### src/rtl/additionneur_sequentiel_pkg.sv
// Shared definitions for the sequential adder family.
// FSM state encoding and counter-width helper.
package additionneur_sequentiel_pkg;

    typedef enum logic [1:0] {
        IDLE = 2'd0,
        CALC = 2'd1,
        DONE = 2'd2
    } state_t;

    // ceil(log2(n)), never less than one bit
    function automatic int cnt_width(input int n);
        int w;
        w = 1;
        while ((1 << w) < n) begin
            w++;
        end
        return w;
    endfunction

endpackage

### src/rtl/additionneur_1bit.sv
// Full-adder cell.
// Bit-level building block of the ripple chain.
module additionneur_1bit (
    input  logic a,
    input  logic b,
    input  logic rin,
    output logic s,
    output logic rout
);

    assign s    = a ^ b ^ rin;
    assign rout = (a & b) | (rin & (a ^ b));

endmodule

### src/rtl/additionneur_nbit.sv
// Combinational W-bit ripple adder built from 1-bit cells.
// Also exports the carry entering the MSB for overflow detection.
module additionneur_nbit #(
    parameter int W = 1
) (
    input  logic [W-1:0] a,
    input  logic [W-1:0] b,
    input  logic         rin,
    output logic [W-1:0] s,
    output logic         rout,
    output logic         cmsb
);

    logic [W:0] c;

    assign c[0] = rin;

    for (genvar i = 0; i < W; i++) begin : g_bit
        additionneur_1bit u_bit (
            .a    (a[i]),
            .b    (b[i]),
            .rin  (c[i]),
            .s    (s[i]),
            .rout (c[i+1])
        );
    end

    assign rout = c[W];
    assign cmsb = c[W-1];

endmodule

### src/rtl/additionneur_sequentiel.sv
// Multi-cycle adder/subtractor, CHUNK bits per clock.
// Valid/ready on both sides; result held in DONE until taken.
module additionneur_sequentiel
    import additionneur_sequentiel_pkg::*;
#(
    parameter int WIDTH = 8,
    parameter int CHUNK = 2
) (
    input  logic             clk,
    input  logic             rst_n,
    input  logic             in_valid,
    output logic             in_ready,
    input  logic [WIDTH-1:0] a,
    input  logic [WIDTH-1:0] b,
    input  logic             rin,
    input  logic             sub,
    output logic             out_valid,
    input  logic             out_ready,
    output logic [WIDTH-1:0] s,
    output logic             rout,
    output logic             ovf
);

    if (WIDTH < 1 || CHUNK < 1 || CHUNK > WIDTH
        || (WIDTH % CHUNK) != 0) begin : g_bad_cfg
        $fatal(1, "additionneur_sequentiel: invalid WIDTH/CHUNK");
    end

    localparam int N  = WIDTH / CHUNK;
    localparam int CW = cnt_width(N);
    localparam logic [CW-1:0] LAST = CW'(N - 1);

    state_t           state_q, state_d;
    logic [CW-1:0]    cnt_q, cnt_d;
    logic             carry_q, carry_d;
    logic [WIDTH-1:0] a_q, a_d;
    logic [WIDTH-1:0] b_q, b_d;
    logic [WIDTH-1:0] s_q, s_d;
    logic             rout_q, rout_d;
    logic             ovf_q, ovf_d;
    logic             run_q;

    logic [CHUNK-1:0] ca, cb, cs;
    logic             co, cm;

    assign ca = a_q[cnt_q*CHUNK +: CHUNK];
    assign cb = b_q[cnt_q*CHUNK +: CHUNK];

    additionneur_nbit #(
        .W (CHUNK)
    ) u_nbit (
        .a    (ca),
        .b    (cb),
        .rin  (carry_q),
        .s    (cs),
        .rout (co),
        .cmsb (cm)
    );

    always_comb begin
        state_d = state_q;
        cnt_d   = cnt_q;
        carry_d = carry_q;
        a_d     = a_q;
        b_d     = b_q;
        s_d     = s_q;
        rout_d  = rout_q;
        ovf_d   = ovf_q;
        unique case (state_q)
            IDLE: begin
                if (in_valid && run_q) begin
                    a_d     = a;
                    b_d     = sub ? ~b : b;
                    carry_d = sub ? ~rin : rin;
                    cnt_d   = '0;
                    state_d = CALC;
                end
            end
            CALC: begin
                s_d[cnt_q*CHUNK +: CHUNK] = cs;
                carry_d = co;
                if (cnt_q == LAST) begin
                    rout_d  = co;
                    ovf_d   = co ^ cm;
                    state_d = DONE;
                end else begin
                    cnt_d = cnt_q + 1'b1;
                end
            end
            DONE: begin
                if (out_ready) begin
                    state_d = IDLE;
                end
            end
            default: state_d = IDLE;
        endcase
    end

    always_ff @(posedge clk) begin
        if (!rst_n) begin
            state_q <= IDLE;
            cnt_q   <= '0;
            carry_q <= 1'b0;
            a_q     <= '0;
            b_q     <= '0;
            s_q     <= '0;
            rout_q  <= 1'b0;
            ovf_q   <= 1'b0;
            run_q   <= 1'b0;
        end else begin
            state_q <= state_d;
            cnt_q   <= cnt_d;
            carry_q <= carry_d;
            a_q     <= a_d;
            b_q     <= b_d;
            s_q     <= s_d;
            rout_q  <= rout_d;
            ovf_q   <= ovf_d;
            run_q   <= 1'b1;
        end
    end

    // run_q keeps in_ready low until the first edge out of reset
    assign in_ready  = run_q && (state_q == IDLE);
    assign out_valid = (state_q == DONE);
    assign s         = s_q;
    assign rout      = rout_q;
    assign ovf       = ovf_q;

endmodule
### config.mk
export PLATFORM = sky130hd
export DESIGN_NAME = additionneur_sequentiel
export DESIGN_NICKNAME = d
export VERILOG_FILES = /design/src/rtl/additionneur_sequentiel_pkg.sv /design/src/rtl/additionneur_1bit.sv /design/src/rtl/additionneur_nbit.sv /design/src/rtl/additionneur_sequentiel.sv
export SDC_FILE = /design/constraint.sdc
export NUM_CORES = 1
export LEC_CHECK = 0
export CAP_MARGIN = 20
export CORE_ASPECT_RATIO = 1.25
export CORE_MARGIN = 1
export CORE_UTILIZATION = 50
export CTS_CLUSTER_DIAMETER = 150
export CTS_CLUSTER_SIZE = 25
export DETAILED_ROUTE_END_ITERATION = 16
export HOLD_SLACK_MARGIN = 0.02
export PLACE_DENSITY = 0.79
export RECOVER_POWER = 25
export SYNTH_ARGS = -nofsm -noshare
export SYNTH_HDL_FRONTEND = slang
export SYNTH_SLANG_ARGS = --single-unit
### constraint.sdc
create_clock -name clk -period 3.2 [get_ports clk]
set_input_delay 0.64 -clock clk [delete_from_list [all_inputs] [get_ports clk]]
set_output_delay 0.64 -clock clk [all_outputs]
set_load 0.02 [all_outputs]
# After elaboration in Yosys (flattened, before gate mapping)
# Index checks and enable logic that the tools add are counted.
dict set report totals {
  regBits 32
  inputBits 22
  word_cells 57
  out_inout_bits 12
}
dict set report classes {
  n_eq_ne 7
  shift 4
  reduce_logical 9
  n_mux 13
  bitwise_logic 13
  n_addsub 2
}
# operator n
set op_table {}
lappend op_table {{$neg 3->34} 1}
lappend op_table {{$shift 2x34->8 const A} 1}
lappend op_table {{$shiftx 2x34->8} 1}
lappend op_table {{$shiftx 8x4->2} 2}
lappend op_table {{$mux 2} 5}
lappend op_table {{$bwmux 8} 1}
lappend op_table {{$mux 8} 1}
lappend op_table {{$not 8->8} 1}
lappend op_table {{$ne 2x2->1 const B} 3}
lappend op_table {{$pmux 2 s3} 1}
lappend op_table {{$reduce_and 2->1} 3}
lappend op_table {{$reduce_and 3->1} 2}
lappend op_table {{$xor 1x1->1} 5}
lappend op_table {{$and 1x1->1} 4}
lappend op_table {{$eq 2x2->1 const B} 2}
lappend op_table {{$pmux 2 s2} 1}
lappend op_table {{$mux 1} 3}
lappend op_table {{$add 2x1->2 const B} 1}
lappend op_table {{$eq 2x1->1 const B} 1}
lappend op_table {{$logic_and 1x1->1} 2}
lappend op_table {{$logic_not 2->1} 1}
lappend op_table {{$ne 2x1->1 const B} 1}
lappend op_table {{$or 1x1->1} 2}
lappend op_table {{$pmux 1 s2} 1}
lappend op_table {{other kinds (2)} 2}

# Longest topological paths before layout
# Gate-level depths: netlist (run 1).
dict set report depth {
  ltp_word 7
  ltp_mapped 6
  ltp_nobuf 5
}

# Modules after synthesis
# From an unflattened synthesis (run 1), not the netlist that was laid out.
dict set report hier_totals {
  cells_unflattened 166
  area_unflattened_um2 1616.6
}
# mod seq_area_each_um2 area_each_um2 instances cells_each
set by_module_without_submodules {}
lappend by_module_without_submodules {additionneur_sequentiel 640.6 1576.5 1 164}
lappend by_module_without_submodules {additionneur_1bit 0.0 20.0 2 1}

# Worst setup path before layout (run 1)
# OpenSTA, ideal clock, no wires.
dict set report synth_timing {
  kind {flip-flop to flip-flop}
  startpoint {reg cnt_q[0]}
  endpoint {reg ovf_q, in the netlist ovf}
  n_path_buf 1
  t_required_ns 3.109
  setup_slack_ns 0.728
  stages_incl_launch_ff 7
  period_less_slack_ns 2.472
  arrival_time_ns 2.381
  setup_ns 0.091
  cell_sequence {dfxtp_1 > buf_2 > mux4_2 > fa_1 > fa_1 > xnor2_1 > a311oi_1}
}
dict set report synth_between {
  elab_chain_len 7
  word_cells_on_any_way 13
  classes_between {eq/ne: 1; shift: 2; bitwise: 9; reduce/logical: 1}
}
# element line_no
set synth_lines {}
lappend synth_lines {{start, declared} additionneur_sequentiel.sv:34} ;# logic [CW-1:0] cnt_q, cnt_d;
lappend synth_lines {{start signal, assigned} additionneur_sequentiel.sv:112} ;# cnt_q <= cnt_d;
lappend synth_lines {{$shiftx 8x4->2 (on tied branches)} {additionneur_sequentiel.sv:46, additionneur_sequentiel.sv:47}}
lappend synth_lines {{$xor 1x1->1} additionneur_1bit.sv:12} ;# assign rout = (a & b) | (rin & (a ^ b));
lappend synth_lines {{$and 1x1->1} additionneur_1bit.sv:12}
lappend synth_lines {{$or 1x1->1} additionneur_1bit.sv:12}
lappend synth_lines {{$and 1x1->1} additionneur_1bit.sv:12}
lappend synth_lines {{$or 1x1->1 (*)} additionneur_1bit.sv:12}
lappend synth_lines {{via co} additionneur_sequentiel.sv:44} ;# logic co, cm;
lappend synth_lines {{$xor 1x1->1 (*)} additionneur_sequentiel.sv:84} ;# ovf_d = co ^ cm;
lappend synth_lines {{end signal, assigned} additionneur_sequentiel.sv:118} ;# ovf_q <= ovf_d;
lappend synth_lines {{end, declared} additionneur_sequentiel.sv:40} ;# logic ovf_q, ovf_d;
# The timed path passes the listed nets; every way through them passes the cells marked *.
# A chain may end at the register's enable or synchronous reset.

# Worst setup path after layout (run 1)
# Ends and elaborated chain as after synthesis.

==> results.json, run 1 <==
{
  "utilization_pct": 66.6,
  "synth_top_area_cell": "dfxtp_1",
  "viasPerCell": 5.61,
  "yosys_warnings": 0,
  "clock_path_buffers": 2,
  "drt_iter0_drc": 23,
  "synth_mux_area_share_pct": 5.58,
  "post-route-drc-count": 0,
  "synth-main-ff-cell": "dfxtp_1",
  "dr.pass1.iters": 4,
  "htreeDepth": 2,
  "synth_top_family_by_area": "simple AND/OR/NAND/NOR gates",
  "grt_pass1_vias": 1293,
  "die_h_um": 65.5,
  "crit_path_max_incr_delay_ps": 700,
  "grt_start_max_net_pins": 26,
  "cts.sinks": 32,
  "synthesis.nets": 197,
  "root_buffer": "clkbuf_4",
  "dieArea_um2": 3460,
  "ys_seq_elements": 32,
  "grt_pass1_wl_um": 5450,
  "cts.clk_slew.worst_paths_ps": 100,
  "period_minus_slack_ps": 2700,
  "cp_slowest_cell": "dfxtp_1",
  "initial_core_util_pct": 53.8,
  "fin_ws_ps": 501,
  "place.gp.congestion": 0.804,
  "fill_cells": 259,
  "wl_um": 3160,
  "worstMarginPinSlew_ps": 738,
  "area_delta_synth_final_pct": 23.6,
  "synth_area_leaders": "dfxtp_1, nand2_1, a21oi_1",
  "synth.avg_cell_area_um2": 9.67,
  "antenna_cells": 0,
  "maxCapViolations": 0,
  "yosysTopAreaCellShare_pct": 39.7,
  "maxSlewViolCount": 0,
  "hold_viol": 0,
  "preCtsSetupSlack_ps": 534,
  "synth-compound-area-share_pct": 13.5,
  "synth_area_um2": 1620,
  "setup_viol": 0,
  "synth-seq-area-share_pct": 39.7,
  "ys_types": 33,
  "final.setup_skew_ps": 3.15,
  "final_antenna_net_count": 0,
  "placed_cells": 226,
  "vias": 1313,
  "core_um2": 3000,
  "synthXorXnorAreaFrac_pct": 5.42,
  "cts_setup_buffers": 0,
  "grt_use_total_pct": 21.6,
  "drive_gt1_share_pct": 10.6,
  "cpLargestDelayFamily": "adder cells",
  "portBuffers": 33,
  "worstPathArrival_ps": 2950,
  "syn_inst": 167,
  "synthSimpleGateAreaFrac_pct": 22.1,
  "critical_path_buf_inv_count": 0,
  "antenna_found_initial": 0,
  "synth_fa_ha_area_share_pct": 7.13,
  "powerDensity_nw_per_um2": 457,
  "stdcell_count": 234,
  "timing.fmax_ghz": 0.371,
  "clock_latency_ps": 340,
  "io_pins": 34,
  "die_x_um": 52.8,
  "status": "complete, no violations",
  "cts_buffers": 5,
  "period_share_pct": 84.3,
  "rsz0062_at_grt": "false",
  "cts_tree": "yes",
  "crit_path_max_fanout": 14,
  "synth_edf_count": 0,
  "p_leak_uw": 0.000691,
  "hpwl_um": 2330,
  "num_rows": 22,
  "grt_overflow": 0,
  "worst_slew_margin_rel_pct": 50.8,
  "cts_resized": 0,
  "ctsHoldBuffers": 0,
  "fin_tns_setup_ps": 0,
  "crit_chain": "mux4_2 > fa_1 > fa_1 > xnor2_1 > a311oi_1",
  "path_class": "flop to flop",
  "end_kind": "flop",
  "cp-start-kind": "flop",
  "wl_per_cell_um": 13.5,
  "nNetsFinal": 227,
  "crit_required_ps": 3450,
  "async_reset_ff_share_pct": 0,
  "ir_drop_mv": 0.457,
  "total_power_uw": 912,
  "cp_common_cell": "fa_1",
  "hp-class": "flop to flop"
}
cells in the final DEF (no fill, tap or decap), drive strengths merged, types with 4 or more instances in the layout:
master / count
nor3b: 4
xnor2: 10
nand2: 27
nand3b: 4
a211oi: 8
clkbuf: 8
mux4: 4
dfxtp: 32
a21oi: 18
nor2: 11
clkdlybuf4s50: 32
nand4: 8
inv: 4
ha: 6
Yosys cell counts, types with 2 or more instances:
library cell and instances:
buf_6 4, a31o_2 2, nor3b_1 4, nand3_1 2
nand2_1 27, a21oi_1 18, mux4_2 4, a211oi_1 4
nor2_1 11, buf_2 5, xnor2_1 10, clkbuf_1 2
ha_1 6, dfxtp_1 32, nand4_1 8, inv_1 4
nand3b_1 4, fa_1 2, a211oi_2 4
worst reg2reg max path: cells and delay by family, from the launching register on:
kind	cells	cell delay, ps
xor+xnor	1	150
mux	1	600
flops	1	700
fa+ha+maj	2	900
compound gates	1	260
cell families after synthesis:
family | Yosys count
and+or+nand+nor | 65
xor gates and xnor gates | 10
AOI/OAI and AO/OA | 32
buffers and inverters | 16
DFF | 32
muxes | 4
adders and majority gates | 8
power breakdown:
group | switching [uW] | internal, uW | leakage (uW)
clock network | 141 | 207 | 0.0000515
logic | 61.6 | 69.4 | 0.000379
registers | 17.3 | 415 | 0.000261
final cells by class:
| cell class | count | area [um^2] | share of cell area (%) |
|---|---|---|---|
| Clock buffer | 7 | 65.1 | 3.26 |
| Clock inverter | 1 | 30.0 | 1.50 |
| Inverter | 4 | 15.0 | 0.752 |
| Multi-Input combinational cell | 119 | 860 | 43.0 |
| Sequential cell | 32 | 641 | 32.1 |
| Tap cell | 36 | 45.0 | 2.26 |
| Timing Repair Buffer | 35 | 342 | 17.1 |
final timing paths:
kind | startpoint | endpoint | slack, ps | depth (start not counted)
worst max-delay path | cnt_q[0] | ovf | 500 | 5
worst min-delay path | s[7] | s[7] | 460 | 2
worst max register to register | cnt_q[0] | ovf | 500 | 5
worst min register to register | s[7] | s[7] | 460 | 2
sequential cells by signal (all words and copies together) (netlist names):
name	count
a_q	8
carry_q	1
s	8
state_q	2
cnt_q	2
b_q	8
rout	1
run_q	1
ovf	1
per-layer routing:
| layer | wire, um | global-route usage, % | up-vias |
|---|---|---|---|
| li1 | - | - | 648 |
| met3 | 119 | 4.86 | 8 |
| met4 | 65 | 9.87 | 0 |
| met1 | 1280 | 22.9 | 625 |
| met5 | 0 | 0 | - |
| met2 | 1690 | 39.1 | 32 |
stage by stage:
step | cell area [um^2] | hold slack [ps]
floorplan | 1620 | 433
global placement | 1910 | 440
CTS | 2010 | 458
finish | 2000 | 458
detailed placement | 1910 | 446
global route | 2000 | 479
No activity file was read; power rests on OpenSTA's default activity.
==> run 2: changes to the inputs <==
Settings changed: CORE_UTILIZATION 50 to 45, PLACE_DENSITY 0.79 to 0.75.
Clock period 3.2 ns to 2.33 ns, I/O delays scaled along.
==> run 2 against run 1 <==
Against the previous run: critical path depth is the same; largest power group unchanged; cell count up 2.6%; maximum frequency rose by 20%; clock power grew 26%.
==> results.json, run 2 (same netlist as run 1, synthesis figures left out) <==
{
  "core_um2": 3310,
  "die_h_um": 69.0,
  "period_minus_slack_ps": 2240,
  "r2r_setup_slack_ps": 90,
  "place.gp.congestion": 0.819,
  "worst_r2r_endpoint": "s[7]",
  "end_kind": "flop",
  "area_delta_synth_final_pct": 26.9,
  "crit_required_ps": 2550,
  "timing.fmax_ghz": 0.445,
  "hold_viol": 0,
  "antenna_found_initial": 0,
  "maxCapViolations": 0,
  "vias": 1301,
  "rsz0062_at_grt": "false",
  "worstHoldStart": "s[6]",
  "clock_path_buffers": 2,
  "wl_per_cell_um": 13.2,
  "rr_startpoint": "cnt_q[0]",
  "p_leak_uw": 0.000712,
  "holdWs_ps": 452,
  "dieArea_um2": 3830,
  "cp-start-kind": "flop",
  "ir_drop_mv": 0.368,
  "final.setup_skew_ps": 8.09,
  "holdPathEnd": "s[6]",
  "antenna_cells": 0,
  "worstMarginPinSlew_ps": 1040,
  "cts_tree": "yes",
  "io_pins": 34,
  "clock_latency_ps": 290,
  "hp-class": "flop to flop",
  "htreeDepth": 2,
  "dr.pass1.iters": 4,
  "worst_slew_margin_rel_pct": 30.8,
  "drt_iter0_drc": 35,
  "cts_buffers": 5,
  "viasPerCell": 5.42,
  "drive_gt1_share_pct": 15.3,
  "path_class": "flop to flop",
  "grt_start_max_net_pins": 30,
  "period_share_pct": 96.3,
  "seq_area_um2": 644,
  "cts_setup_buffers": 0,
  "cts.sinks": 32,
  "die_x_um": 55.6,
  "num_rows": 23,
  "final_common_cell": "clkdlybuf4s50_1",
  "final_cell_mix": "clkdlybuf4s50_1, dfxtp_1, nand2_1, a21oi_1, nor2_1",
  "multi_input_area_um2": 876,
  "worstPathArrival_ps": 2460,
  "fill_cells": 291,
  "post-route-drc-count": 0,
  "rr_worst_depth": 5,
  "cts.clk_slew.worst_paths_ps": 60,
  "wl_um": 3180,
  "hpwl_um": 2400,
  "powerDensity_nw_per_um2": 599,
  "root_buffer": "clkbuf_8",
  "grt_pass1_vias": 1298,
  "initial_core_util_pct": 48.8,
  "crit_path_max_fanout": 5,
  "holdPathStages": 2,
  "nNetsFinal": 232,
  "final_antenna_net_count": 0,
  "grt_pass1_wl_um": 5470,
  "portBuffers": 33,
  "fin_tns_setup_ps": 0,
  "grt_overflow": 0,
  "status": "complete, no violations",
  "maxSlewViolCount": 0,
  "setup_viol": 0,
  "grt_use_total_pct": 18.6
}
-- run 2: area by class of cell --
type | count | area share (%)
flip-flops and latches | 32 | 31.4
inverters | 4 | 0.733
well taps | 37 | 2.26
multi-input cells | 119 | 42.7
repair buffers | 40 | 18.3
clock buffers | 6 | 4.03
clock inverters | 2 | 0.488
-- run 2: critical path, cell delays in order (launching register included) --
cell     delay (ps)
dfxtp_4         380
mux4_2          530
fa_2            400
fa_2            580
nand4_1         110
a21oi_2         170
-- run 2: what timing repair did --
action                     in CTS  in global routing
setup endpoints to repair       0                  5
gates resized for setup         0                  3
hold buffers                    0                  0
-- run 2: per-stage QoR --
stage                     worst slack [ps]  instances  power, uW  instance area [um^2]  util, %
after floorplan                       26.0        167        734                  1630        -
after global placement                65.8        232        793                  1960     59.1
after detailed placement              33.1        232        799                  1960     59.1
after CTS                             14.1        240       1240                  2050     61.9
after global routing                  7.54        240       1290                  2050     61.9
final                                 85.2        240       1230                  2050     61.9
-- run 2: worst max-delay path by stage --
stage | slack (ps) | end | start | cells past startpoint
2_1_floorplan | 30 | s[5] | cnt_q[0] | 6
3_3_place_gp | 70 | s[1] | cnt_q[0] | 5
3_5_place_dp | 30 | s[7] | cnt_q[0] | 5
4_1_cts | 10 | s[7] | cnt_q[0] | 5
5_1_grt | 8 | s[7] | cnt_q[0] | 5
6_report | 90 | s[7] | cnt_q[0] | 5
-- run 2: per-layer routing --
metal | wire [um] | up-vias | track usage (%)
met5 | 0 | - | 0
met4 | 48 | 0 | 9.69
met3 | 119 | 5 | 4.66
met2 | 1710 | 32 | 36.3
met1 | 1300 | 615 | 18.4
li1 | - | 649 | -
-- run 2: power breakdown --
part           leakage (uW)  switching (uW)  internal (uW)
combinational      0.000399            92.6            105
sequential         0.000262            18.6            570
clock             0.0000510             206            235
total              0.000712             317            911
==> run 3: changes to the inputs <==
Settings changed: CAP_MARGIN 20 to default.
==> results of run 3 <==
The final DEF is identical to that of run 2; final timing and power are the same.
